**config.mk**
```make
export PLATFORM = sky130hd
export DESIGN_NAME = hazard_scoreboard
export DESIGN_NICKNAME = d
export VERILOG_FILES = /design/src/rtl/hazard_pkg.sv /design/src/rtl/hazard_decode.sv /design/src/rtl/hazard_scoreboard.sv
export SDC_FILE = /design/constraint.sdc
export NUM_CORES = 1
export LEC_CHECK = 0
export CAP_MARGIN = 25
export CORE_ASPECT_RATIO = 2
export CORE_MARGIN = 2
export CORE_UTILIZATION = 30
export DETAILED_ROUTE_END_ITERATION = 8
export PLACE_DENSITY = 0.65
export RECOVER_POWER = 50
export SETUP_SLACK_MARGIN = 0.02
export SLEW_MARGIN = 5
export SYNTH_ARGS = -nofsm -noshare
export SYNTH_HDL_FRONTEND = slang
export SYNTH_SLANG_ARGS = --single-unit
```
**constraint.sdc**
```tcl
create_clock -name clk -period 3.1 [get_ports clk]
set_clock_uncertainty 0.05 [all_clocks]
set_input_delay 0.31 -clock clk [delete_from_list [all_inputs] [get_ports clk]]
set_output_delay 0.31 -clock clk [all_outputs]
set_load 0.01 [all_outputs]
```
**src/rtl/hazard_pkg.sv**
```systemverilog
// Shared definitions for the hazard scoreboard: MIPS opcode/funct constants,
// scoreboard entry layout and FSM state encoding.
package hazard_pkg;

  localparam logic [5:0] RTYPE = 6'h00;
  localparam logic [5:0] JUMP  = 6'h02;
  localparam logic [5:0] JAL   = 6'h03;
  localparam logic [5:0] BEQ   = 6'h04;
  localparam logic [5:0] BNE   = 6'h05;
  localparam logic [5:0] ADDI  = 6'h08;
  localparam logic [5:0] XORI  = 6'h0E;
  localparam logic [5:0] LW    = 6'h23;
  localparam logic [5:0] SW    = 6'h2B;
  localparam logic [5:0] JR    = 6'h08;  // funct field under RTYPE

  typedef struct packed {
    logic       valid;
    logic [4:0] dest;
    logic       is_load;
  } sb_entry_t;

  typedef enum logic {
    RUN   = 1'b0,
    DRAIN = 1'b1
  } state_t;

endpackage

```
**src/rtl/hazard_decode.sv**
```systemverilog
// Combinational register-usage decode of one MIPS instruction.
// Register 0 is never reported as a valid source or destination.
module hazard_decode
  import hazard_pkg::*;
(
  input  logic [31:0] instr,
  output logic [4:0]  src_a,
  output logic        src_a_v,
  output logic [4:0]  src_b,
  output logic        src_b_v,
  output logic [4:0]  dest,
  output logic        dest_v,
  output logic        is_load,
  output logic        is_ctrl
);

  logic [5:0] op;
  logic [5:0] funct;
  logic [4:0] rs;
  logic [4:0] rt;
  logic [4:0] rd;

  assign op    = instr[31:26];
  assign rs    = instr[25:21];
  assign rt    = instr[20:16];
  assign rd    = instr[15:11];
  assign funct = instr[5:0];

  always_comb begin
    src_a   = rs;
    src_b   = rt;
    dest    = 5'd0;
    src_a_v = 1'b0;
    src_b_v = 1'b0;
    dest_v  = 1'b0;
    is_load = 1'b0;
    is_ctrl = 1'b0;
    case (op)
      RTYPE: begin
        if (instr != 32'h0) begin
          src_a_v = 1'b1;
          if (funct != JR) begin
            src_b_v = 1'b1;
            dest    = rd;
            dest_v  = 1'b1;
          end
        end
      end
      ADDI, XORI: begin
        src_a_v = 1'b1;
        dest    = rt;
        dest_v  = 1'b1;
      end
      LW: begin
        src_a_v = 1'b1;
        dest    = rt;
        dest_v  = 1'b1;
        is_load = 1'b1;
      end
      SW: begin
        src_a_v = 1'b1;
        src_b_v = 1'b1;
      end
      BEQ, BNE: begin
        src_a_v = 1'b1;
        src_b_v = 1'b1;
        is_ctrl = 1'b1;
      end
      JAL: begin
        dest    = 5'd31;
        dest_v  = 1'b1;
        is_ctrl = 1'b1;
      end
      JUMP: is_ctrl = 1'b1;
      default: ;
    endcase
    // $0 is hard-wired, so it can never carry a dependency
    if (src_a == 5'd0) src_a_v = 1'b0;
    if (src_b == 5'd0) src_b_v = 1'b0;
    if (dest  == 5'd0) dest_v  = 1'b0;
  end

endmodule

```
**src/rtl/hazard_scoreboard.sv**
```systemverilog
// RAW/control hazard unit beside IF/ID; build with FORWARDING_EN defined to
// stall only on load-use, otherwise any in-flight producer stalls decode.
//   state | meaning
//   RUN   | issue from IF/ID unless a register hazard is pending
//   DRAIN | insert bub_cnt bubbles after a taken-path control op
module hazard_scoreboard
  import hazard_pkg::*;
#(
  parameter int WINDOW       = 3,
  parameter int CTRL_BUBBLES = 2,
  parameter int STALL_CNT_W  = 16
) (
  input  logic                   clk,
  input  logic                   reset,
  input  logic                   hold,
  input  logic [31:0]            id_instr,
  output logic                   regIF_en,
  output logic                   regID_en,
  output logic                   nopMux,
  output logic                   pcEnable,
  output logic [STALL_CNT_W-1:0] stall_cnt
);

  logic [4:0] src_a;
  logic       src_a_v;
  logic [4:0] src_b;
  logic       src_b_v;
  logic [4:0] dest;
  logic       dest_v;
  logic       is_load;
  logic       is_ctrl;

  hazard_decode u_decode (
    .instr   (id_instr),
    .src_a   (src_a),
    .src_a_v (src_a_v),
    .src_b   (src_b),
    .src_b_v (src_b_v),
    .dest    (dest),
    .dest_v  (dest_v),
    .is_load (is_load),
    .is_ctrl (is_ctrl)
  );

  sb_entry_t [WINDOW-1:0] sb_q;
  sb_entry_t              new_entry;
  state_t                 state_q, state_d;
  logic [1:0]             bub_q, bub_d;
  logic                   hazard;
  logic                   issue;
  logic                   lint_unused;

  // Entries past the compare range are only shifted, never inspected
  assign lint_unused = ^sb_q;

  always_comb begin
    hazard = 1'b0;
`ifdef FORWARDING_EN
    if (sb_q[0].valid && sb_q[0].is_load &&
        ((src_a_v && sb_q[0].dest == src_a) || (src_b_v && sb_q[0].dest == src_b)))
      hazard = 1'b1;
`else
    for (int k = 0; k < WINDOW; k++) begin
      if (sb_q[k].valid &&
          ((src_a_v && sb_q[k].dest == src_a) || (src_b_v && sb_q[k].dest == src_b)))
        hazard = 1'b1;
    end
`endif
  end

  always_comb begin
    state_d  = state_q;
    bub_d    = bub_q;
    issue    = 1'b0;
    regIF_en = 1'b1;
    regID_en = 1'b1;
    pcEnable = 1'b1;
    nopMux   = 1'b0;
    if (reset) begin
      state_d = RUN;
    end else if (hold) begin
      regIF_en = 1'b0;
      regID_en = 1'b0;
      pcEnable = 1'b0;
    end else if (state_q == DRAIN) begin
      regIF_en = 1'b0;
      regID_en = 1'b0;
      pcEnable = 1'b0;
      nopMux   = 1'b1;
      bub_d    = (bub_q == 2'd0) ? 2'd0 : bub_q - 2'd1;
      if (bub_q <= 2'd1) state_d = RUN;
    end else if (hazard) begin
      regIF_en = 1'b0;
      regID_en = 1'b0;
      pcEnable = 1'b0;
      nopMux   = 1'b1;
    end else begin
      issue = 1'b1;
      if (is_ctrl && CTRL_BUBBLES != 0) begin
        state_d = DRAIN;
        bub_d   = 2'(CTRL_BUBBLES);
      end
    end
  end

  always_comb begin
    new_entry = '0;
    if (issue) begin
      new_entry.valid   = dest_v;
      new_entry.dest    = dest;
      new_entry.is_load = is_load;
    end
  end

  always_ff @(posedge clk) begin
    if (reset) begin
      state_q   <= RUN;
      bub_q     <= 2'd0;
      stall_cnt <= '0;
      sb_q      <= '0;
    end else if (!hold) begin
      state_q <= state_d;
      bub_q   <= bub_d;
      if (nopMux && stall_cnt != '1) stall_cnt <= stall_cnt + 1'b1;
      for (int k = WINDOW - 1; k > 0; k--) sb_q[k] <= sb_q[k-1];
      sb_q[0] <= new_entry;
    end
  end

endmodule
```
; ---- Yosys cells after proc, flatten, opt, wreduce, memory -nomap -nowiden
; Index checks and enable logic that the tools add are counted.
[classes]
add_sub_neg = 2
n_mul = 0
div = 0
order_cmp = 1
n_eq_ne = 17
shift = 0
muxes = 35
bitwise = 1
reduce_logical = 27
[op_table]
columns = operator, n
row1 = nonzero test 32 bit, 1
row2 = equality test 5 bit, 6
row3 = 2-to-1 mux 1 bit, 24
row4 = adder 16 x 1 -> 16 bit (second input constant), 1
row5 = != test 16 bit (second input constant), 1
row6 = zero test 5 bit, 3
row7 = one-hot mux 5 bit (3 select lines), 1
row8 = equality test 6 x 2 -> 1 bit (second input constant), 2
row9 = equality test 6 x 3 -> 1 bit (second input constant), 2
row10 = equality test 6 x 4 -> 1 bit (second input constant), 2
row11 = equality test 6 bit (second input constant), 2
row12 = logical AND 1 bit, 10
row13 = 2-to-1 mux 5 bit, 2
row14 = 2-to-1 mux 2 bit, 4
row15 = OR reduction 4 bit, 2
row16 = 2-to-1 mux 7 bit, 1
row17 = zero test 6 bit, 1
row18 = != test 6 x 4 -> 1 bit (second input constant), 1
row19 = one-hot mux 1 bit (2 select lines), 3
row20 = OR reduction 3 bit, 2
row21 = OR reduction 6 bit, 1
row22 = logical OR 1 bit, 3
row23 = AND reduction 3 bit, 1
row24 = <= comparator 2 x 1 -> 1 bit (second input constant), 1
row25 = 6 further kinds, 6
[word_totals]
regBits = 37
latch_bits = 0
mem_bits_rw = 0
mem_bits_ro = 0
in_bits = 35
output_inout_bits = 20
elab_cells = 92
memories = 0

; ---- Depth between registers and ports, before layout
; Gate-level depths: netlist of the first run.
[logic_depth]
depth_word = 17
ltp_mapped = 9
mapped_depth_nobuf = 7

; ---- Hierarchy
; A second synthesis of the first run with hierarchy kept.
[hier_totals]
hier_cells = 275
hier_area_um2 = 2364.8
[modules_own_cells]
columns = module, n_inst, cells_per_inst, area_per_inst_um2
row1 = hazard_scoreboard, 1, 221, 1989.4
row2 = hazard_decode, 1, 54, 375.4

; ---- Least setup slack after synthesis of the first run
; OpenSTA, ideal clock, no wires.
[synth_timing]
path_kind = input-to-reg
startpoint = in id_instr[27]
endpoint = reg stall_cnt[14]
setup_time_ps = 71
arrival_ps = 2295
path_slack_ps = 685
cell_stages = 9
path_buffers = 2
path_cell_list = buf_2 > nor4b_1 > a31oi_1 > o22a_1 > a311oi_2 > nor3_2 > buf_6 > or4_1 > a21oi_1
[synth_via]
elab_chain_len = 16
word_cells_on_any_way = 37
classes_between = eq/ne: 6 / mux: 13 / reduce/logical: 18
[synth_rtl]
columns = element, line
row1 = "start, declared", hazard_scoreboard.sv:16  ; input logic [31:0] id_instr,
row2 = "equality test 6 bit, or another cell as far along", hazard_decode.sv:38  ; case (op)
row3 = "OR reduction 6 bit (no source line), or another cell as far along", --
row4 = one-hot mux 1 bit (2 select lines), hazard_decode.sv:38
row5 = "2-to-1 mux 1 bit, on equally long branches", "hazard_decode.sv:78, hazard_decode.sv:79"
row6 = logical AND 1 bit, hazard_scoreboard.sv:65  ; ((src_a_v && sb_q[k].dest == src_a) || (src_b_v && sb_q[k].dest == src_b)))
row7 = logical OR 1 bit, hazard_scoreboard.sv:65
row8 = logical AND 1 bit, hazard_scoreboard.sv:64  ; if (sb_q[k].valid &&
row9 = 2-to-1 mux 1 bit (2 in a row), hazard_scoreboard.sv:64
row10 = 2-to-1 mux 1 bit *, hazard_scoreboard.sv:64
row11 = 2-to-1 mux 1 bit *, hazard_scoreboard.sv:92  ; end else if (hazard) begin
row12 = 2-to-1 mux 1 bit *, hazard_scoreboard.sv:85  ; end else if (state_q == DRAIN) begin
row13 = 2-to-1 mux 1 bit *, hazard_scoreboard.sv:81  ; end else if (hold) begin
row14 = 2-to-1 mux 1 bit *, hazard_scoreboard.sv:79  ; if (reset) begin
row15 = logical AND 1 bit *, hazard_scoreboard.sv:124  ; if (nopMux && stall_cnt != '1) stall_cnt <= stall_cnt + 1'b1;
row16 = AND reduction 2 bit (no source line) *, --
row17 = "end signal, assigned", hazard_scoreboard.sv:124
row18 = "end, declared", hazard_scoreboard.sv:21  ; output logic [STALL_CNT_W-1:0] stall_cnt
; Every way passes the cells marked *; elsewhere a longest branch is shown, timed or not.
; A chain may end at the register's enable or synchronous reset.

; ---- Worst setup path after layout of the first run
[layout_timing]
startpoint = in id_instr[18]
endpoint = out regIF_en
[layout_via]
elab_chain_len = 14
word_cells_on_any_way = 30
classes_between = eq/ne: 3 / mux: 13 / reduce/logical: 14
[layout_rtl]
columns = element, line
row1 = nonzero test 32 bit, hazard_decode.sv:40  ; if (instr != 32'h0) begin
row2 = 2-to-1 mux 1 bit, hazard_decode.sv:40
row3 = one-hot mux 1 bit (2 select lines), hazard_decode.sv:38
row4 = "2-to-1 mux 1 bit, on equally long branches", "hazard_decode.sv:78, hazard_decode.sv:79"
row5 = logical AND 1 bit, hazard_scoreboard.sv:65
row6 = logical OR 1 bit, hazard_scoreboard.sv:65
row7 = logical AND 1 bit, hazard_scoreboard.sv:64
row8 = 2-to-1 mux 1 bit (2 in a row), hazard_scoreboard.sv:64
row9 = 2-to-1 mux 1 bit *, hazard_scoreboard.sv:64
row10 = 2-to-1 mux 1 bit *, hazard_scoreboard.sv:92
row11 = 2-to-1 mux 1 bit *, hazard_scoreboard.sv:85
row12 = 2-to-1 mux 1 bit *, hazard_scoreboard.sv:81
row13 = 2-to-1 mux 1 bit *, hazard_scoreboard.sv:79
row14 = "end, declared", hazard_scoreboard.sv:17  ; output logic regIF_en,
; Marks and branches as above.

==> metrics.cfg, run 1 <==
[layout]
fin_nets = 373
utilization_pct = 42.9
syn_to_final_growth_pct = 41.1
drive_above_1_share_pct = 12.7
n_antenna_cell = 0

[run]
cap_violations = 1

[worst_setup_path]
path_max_fanout = 4
worstPathArrival_ns = 2.60
critPathLaunchType = input pin
cpMostUsedCell = buf_4
critical_path.cell_chain = clkdlybuf4s50_1 -> buf_4 -> xor2_1 -> nor4_1 -> nand3_1 -> a311oi_2 -> buf_4 -> or3_1 -> o21bai_2 -> dlygate4sd2_1
crit_required_ns = 2.74
cp_num_buf_inv = 4
cp_top_family = buffers and inverters
crit_slowest_cell = clkdlybuf4s50_1
cp-end-kind = primary output
worstSetupPathType = input pin to primary output
slowest_delay_ns = 0.48

[synthesis]
synth_top_area_share_pct = 32.5
synth_cell_types = 49
synthArstFlopShare_pct = 0
synth_flop_cell = dfxtp_1
postSynthAreaPerCell_um2 = 8.43
synth-seq-cells = 37
mappedNetlistArea_um2 = 2280
synth_top_cell_by_area = dfxtp_1
seq_area_frac_synth_pct = 32.5
syn-num-nets = 306
synthTopCellsByCount = dfxtp_1, xor2_1, nor2_1
synth-edff-count = 0
yosysWarnings = 0
synth_area_leaders = dfxtp_1, xor2_1, mux2i_1
syn_inst = 270
synth.most_common_cell = dfxtp_1

[clocking]
clkTransAtPathRegs_ns = 0.06
cts_tree = done
clock-sinks = 37
postCtsHoldBufs = 0
cts_buffers = 5
h-tree-depth = 2
cts_root_buf = clkbuf_16
insertion_delay_ns = 0.29
cts_buffer_depth = 2

[placement]
pre_cts_ws_ns = -0.118
port_buffers = 54
dpl.hpwl_um = 4720
gp_congestion = 0.995

[sta]
worst_pin_slew_ns = 1.59
setup_viol = 0
tns_ns = 0
period_share_pct = 95.4
final_max_slew_viol_count = 29
fmax_mhz = 338
finalCriticalPeriod_ns = 2.96
hold_violations = 0
relSlewSlack_pct = -5.71
fin_ws_ns = 0.141
whs_ns = 0.455

[route]
dr.pass1.iters = 4
finalWirelength_um = 6330
ant_nets = 0
drt_iter0_markers = 107
drc = 0
viasPerCell = 5.43
wl_per_cell_um = 14.6
route.vias.total = 2345

[global_route]
grt_pass1_vias = 2197
antenna_found_initial = 0
grt_first_pass_wirelength_um = 10500
grt_overflow = 0
grt_start_max_net_pins = 41
gr-usage-all-layers_pct = 16.0

[floorplanning]
die_area_um2 = 8340
std_cell_rows = 45
start_util_pct = 30.4
die_x_um = 65.6
num_io_pins = 55
core_um2 = 7490
fp.dieH_um = 127

[hold_path]
min_path_type = register to register

[pwr]
vdd_ir_drop_max_mv = 0.385
power_density_nw_per_um2 = 385
power_leakage_nw = 1.23

[run_status]
violations = max-capacitance violations, max-slew violations
outcome = finished, violations left

==> repair_timing <==
action / 4_1_cts / 5_1_grt
pin swaps: 1 / 0
cloned: 0 / 0
buffers inserted: 1 / 0
endpoints found under the setup margin: 4 / 3
resized for setup: 6 / 4
==> sequential cells by signal, summed over array words and instances (netlist names) <==
signal and count:
state_q 1, sb_q 18, bub_q 2, stall_cnt 16
==> logic make-up (layout without fill, tap and decap cells) <==
logic type      count (synthesis)  after routing  share of synthesized area (%)
simple gates                  107            107                           25.4
mux                            15             15                           6.71
xor+xnor                       33             33                           12.7
flops                          37             37                           32.5
compound gates                 58             58                           18.3
buf+inv                        19             87                           3.85
fa+ha+maj                       1              1                          0.550
==> power breakdown <==
group          switching (mW)  internal [mW]  total, mW
Clock                   0.217          0.381      0.598
Combinational          0.0694         0.0836      0.153
Sequential            0.00546          0.479      0.485
Total                   0.292          0.944       1.24
==> cell type report <==
class	instances	area, µm²
clock buffers	5	125
clock inverters	3	46.3
fillers	733	4280
inverters	2	7.51
multi-input cells	214	1460
flip-flops and latches	37	741
well taps	94	118
repair buffers	77	709
==> cells in the final DEF (no fill, tap or decap), drive strengths merged, types with 3 or more instances in the layout <==
cell type and instances:
nand4 5, and3 3, buf 22, nand2 14, o31ai 8, clkdlybuf4s50 33
clkbuf 6, mux2i 13, a21oi 16, dfxtp 37, or4 10, a211oi 3
nor4 11, dlygate4sd3 16, or2 3, nand3 16, nor3 5, xnor2 7
nor2 24, a31oi 3, a221o 4, xor2 26, or3 8, o21ai 12
==> worst paths after layout <==
kind,cells after the start,start,slack [ns],endpoint
hold / removal,2,stall_cnt[14],0.46,stall_cnt[14]
setup reg to reg,10,sb_q[1],0.52,stall_cnt[7]
hold reg to reg,2,stall_cnt[14],0.46,stall_cnt[14]
setup / recovery,10,id_instr[18],0.14,regIF_en
==> metal layers <==
metal / track usage [%] / part of all wire, % / up-vias
li1: - / - / 1144
met1: 20.2 / 44 / 1121
met2: 25.6 / 48 / 67
met4: 6.86 / 2.1 / 0
met5: 0 / 0 / -
met3: 3.87 / 6.0 / 13
==> worst reg2reg max path: stages (launching register included) <==
cell and delay, ns:
dfxtp_1 0.36, xor2_1 0.18, nor4_1 0.33, nand3_1 0.14
a311oi_2 0.35, buf_4 0.17, buf_4 0.12, o31ai_2 0.06
buf_4 0.20, nor3_1 0.16, mux2_2 0.35
==> through the flow <==
step / instance area, µm² / cells / power (mW)
floorplan: 2280 / 270 / 0.559
global placement: 3020 / 423 / 0.644
detailed placement: 3020 / 423 / 0.647
CTS: 3200 / 432 / 1.24
global route: 3210 / 432 / 1.28
finish: 3210 / 432 / 1.24
Note: power is estimated with default switching activity, not from simulation.
==> run 2: changes to the inputs <==
--- a/config.mk
+++ b/config.mk
@@ -10,7 +10,7 @@
 export CORE_MARGIN = 2
 export CORE_UTILIZATION = 30
 export DETAILED_ROUTE_END_ITERATION = 8
-export PLACE_DENSITY = 0.65
+export PLACE_DENSITY = 0.67
 export RECOVER_POWER = 50
 export SETUP_SLACK_MARGIN = 0.02
 export SLEW_MARGIN = 5
==> constraint.sdc (replaced) <==
create_clock -name clk -period 2.4 [get_ports clk]
set_clock_uncertainty 0.05 [all_clocks]
set_input_delay 0.24 -clock clk [delete_from_list [all_inputs] [get_ports clk]]
set_output_delay 0.24 -clock clk [all_outputs]
set_load 0.01 [all_outputs]
==> run 2 against run 1 <==
The flow finishes with violations (negative setup slack). Setup slack worse by 0.14 ns. Total power rose by 27%. First-iteration DRC count grew 21%. Worst hold slack gained 0.0084 ns. Combinational power is 51% higher. Cell area rose by 13%. Clock power is 18% higher. Die area unchanged. Clock-buffer cell count is 2 higher. Largest power group unchanged. Highest routed layer unchanged.
==> metrics.cfg, run 2 (same netlist as run 1, synthesis figures left out) <==
[hold_path]
min-delay-start = sb_q[4]
hold_end = sb_q[4]
min_path_type = register to register
whs_path_depth = 2  ; unchanged

[floorplanning]
fp.dieH_um = 127  ; unchanged
start_util_pct = 30.4  ; unchanged
core_um2 = 7490  ; unchanged
num_io_pins = 55  ; unchanged
std_cell_rows = 45  ; unchanged
die_area_um2 = 8340  ; unchanged
die_x_um = 65.6  ; unchanged

[pwr]
power_leakage_nw = 1.37  ; +11%
vdd_ir_drop_max_mv = 0.374  ; -3.1%
power_density_nw_per_um2 = 432  ; +12%

[layout]
final_cell_mix = buf_4, clkdlybuf4s50_1, dfxtp_1
largest_reg_flops = 18  ; unchanged
utilization_pct = 48.3  ; +5.4 points
layout_commonest_cell = buf_4
top_register = sb_q
syn_to_final_growth_pct = 59.0
top_regs = sb_q x18, stall_cnt x16, bub_q x2
fillCellCount = 715  ; -2.5%
n_antenna_cell = 0  ; unchanged
fin_nets = 399  ; +7.0%
drive_above_1_share_pct = 29.1  ; +16 points

[worst_setup_path]
crit_required_ns = 2.11  ; -0.63 ns
r2r-end = stall_cnt[11]
worstSetupPathType = register to primary output
path_max_fanout = 4  ; unchanged
r2r_cells = 8  ; -2
rr_startpoint = sb_q[18]
worstPathArrival_ns = 2.11  ; -0.49 ns
cp-end-kind = primary output
critPathLaunchType = register
reg2reg_slack_ns = 0.03  ; -0.49 ns

[sta]
grt_setup_unrepaired = true
fin_ws_ns = -0.00243  ; -0.144 ns
worst_pin_slew_ns = 0.603  ; -0.982 ns
final_max_slew_viol_count = 0  ; -100%
hold_violations = 0  ; unchanged
finalCriticalPeriod_ns = 2.40
relSlewSlack_pct = 59.4  ; +65 points
setup_viol = 3  ; +3
fmax_mhz = 416
period_share_pct = 100

[global_route]
gr-usage-all-layers_pct = 16.9  ; +0.94 points
antenna_found_initial = 0  ; unchanged
grt_start_max_net_pins = 27  ; -34%
grt_first_pass_wirelength_um = 11200  ; +6.4%
grt_overflow = 0  ; unchanged
grt_pass1_vias = 2361  ; +7.5%

[placement]
port_buffers = 54  ; unchanged
dpl.hpwl_um = 4900  ; +3.9%
pre_cts_ws_ns = -0.776  ; -0.658 ns
gp_congestion = 0.895  ; -10%

[clocking]
cts_tree = done
cts_buffers = 5  ; unchanged
h-tree-depth = 2  ; unchanged
clock-sinks = 37  ; unchanged
cts_buffer_depth = 2  ; unchanged
cts_root_buf = clkbuf_16
insertion_delay_ns = 0.28  ; about the same
clkTransAtPathRegs_ns = 0.06  ; about the same

[route]
drt_iter0_markers = 130  ; +21%
dr.pass1.iters = 4  ; unchanged
viasPerCell = 5.35  ; -1.4%
wl_per_cell_um = 15.3  ; +4.5%
route.vias.total = 2451  ; +4.5%
finalWirelength_um = 7010  ; +11%
drc = 0  ; unchanged
ant_nets = 0  ; unchanged

[run]
cap_violations = 0  ; -1

[run_status]
outcome = finished, violations left
violations = negative setup slack

-- run 2: area by class of cell --
cell class / count / area [µm²] / share of cell area (%)
Clock buffer: 7 / 153 / 4.22
Tap cell: 94 / 118 / 3.25
Clock inverter: 1 / 8.76 / 0.242
Sequential cell: 37 / 748 / 20.7
Multi-Input combinational cell: 215 / 1680 / 46.3
Timing Repair Buffer: 102 / 908 / 25.1
Inverter: 2 / 7.51 / 0.207
-- run 2: stage by stage --
step,TNS [ns],hold WS (ns),power [mW],instances,instance area (µm²)
6_report,-0.00630,0.464,1.56,458,3620
5_1_grt,-1.15,0.490,1.62,458,3620
4_1_cts,-0.0482,0.455,1.57,458,3490
3_5_place_dp,-14.38,0.441,0.851,443,3170
3_3_place_gp,-12.53,0.435,0.848,443,3170
2_1_floorplan,0,0.412,0.722,270,2280
-- run 2: worst max path at each step --
stage | from | end | slack, ns
floorplan | id_instr[27] | stall_cnt[14] | 0.05
global placement | id_instr[17] | stall_cnt[7] | -0.66
detailed placement | id_instr[17] | stall_cnt[7] | -0.78
CTS | sb_q[5] | regIF_en | -0.01
global route | sb_q[5] | pcEnable | -0.12
finish | sb_q[18] | pcEnable | -0.002
-- run 2: worst max-delay path, cell delays in order (launching register included) --
cell and delay [ns]:
dfxtp_1 0.35, xor2_1 0.18, nor4_2 0.26, nand3_1 0.18, a311oi_4 0.44, or3_4 0.22
o21bai_4 0.07, buf_6 0.13
-- run 2: power breakdown --
| part | total [mW] | switching, mW | internal (mW) |
|---|---|---|---|
| registers | 0.626 | 0.00714 | 0.618 |
| logic | 0.231 | 0.108 | 0.123 |
| clock network | 0.707 | 0.261 | 0.445 |
-- run 2: timing repair --
item | in CTS | in global routing
cloned | 1 | 0
buffers inserted | 6 | 0
setup endpoints to repair | 20 | 25
pin swaps | 22 | 22
resized for setup | 57 | 36
hold buffers | 0 | 0
-- run 2: layer usage --
layer	wire, µm	vias to the layer above	track usage (%)
met1	2950	1160	21.5
met3	348	10	3.17
met5	0	-	0
met2	3600	78	28.8
li1	-	1203	-
met4	116	0	4.90
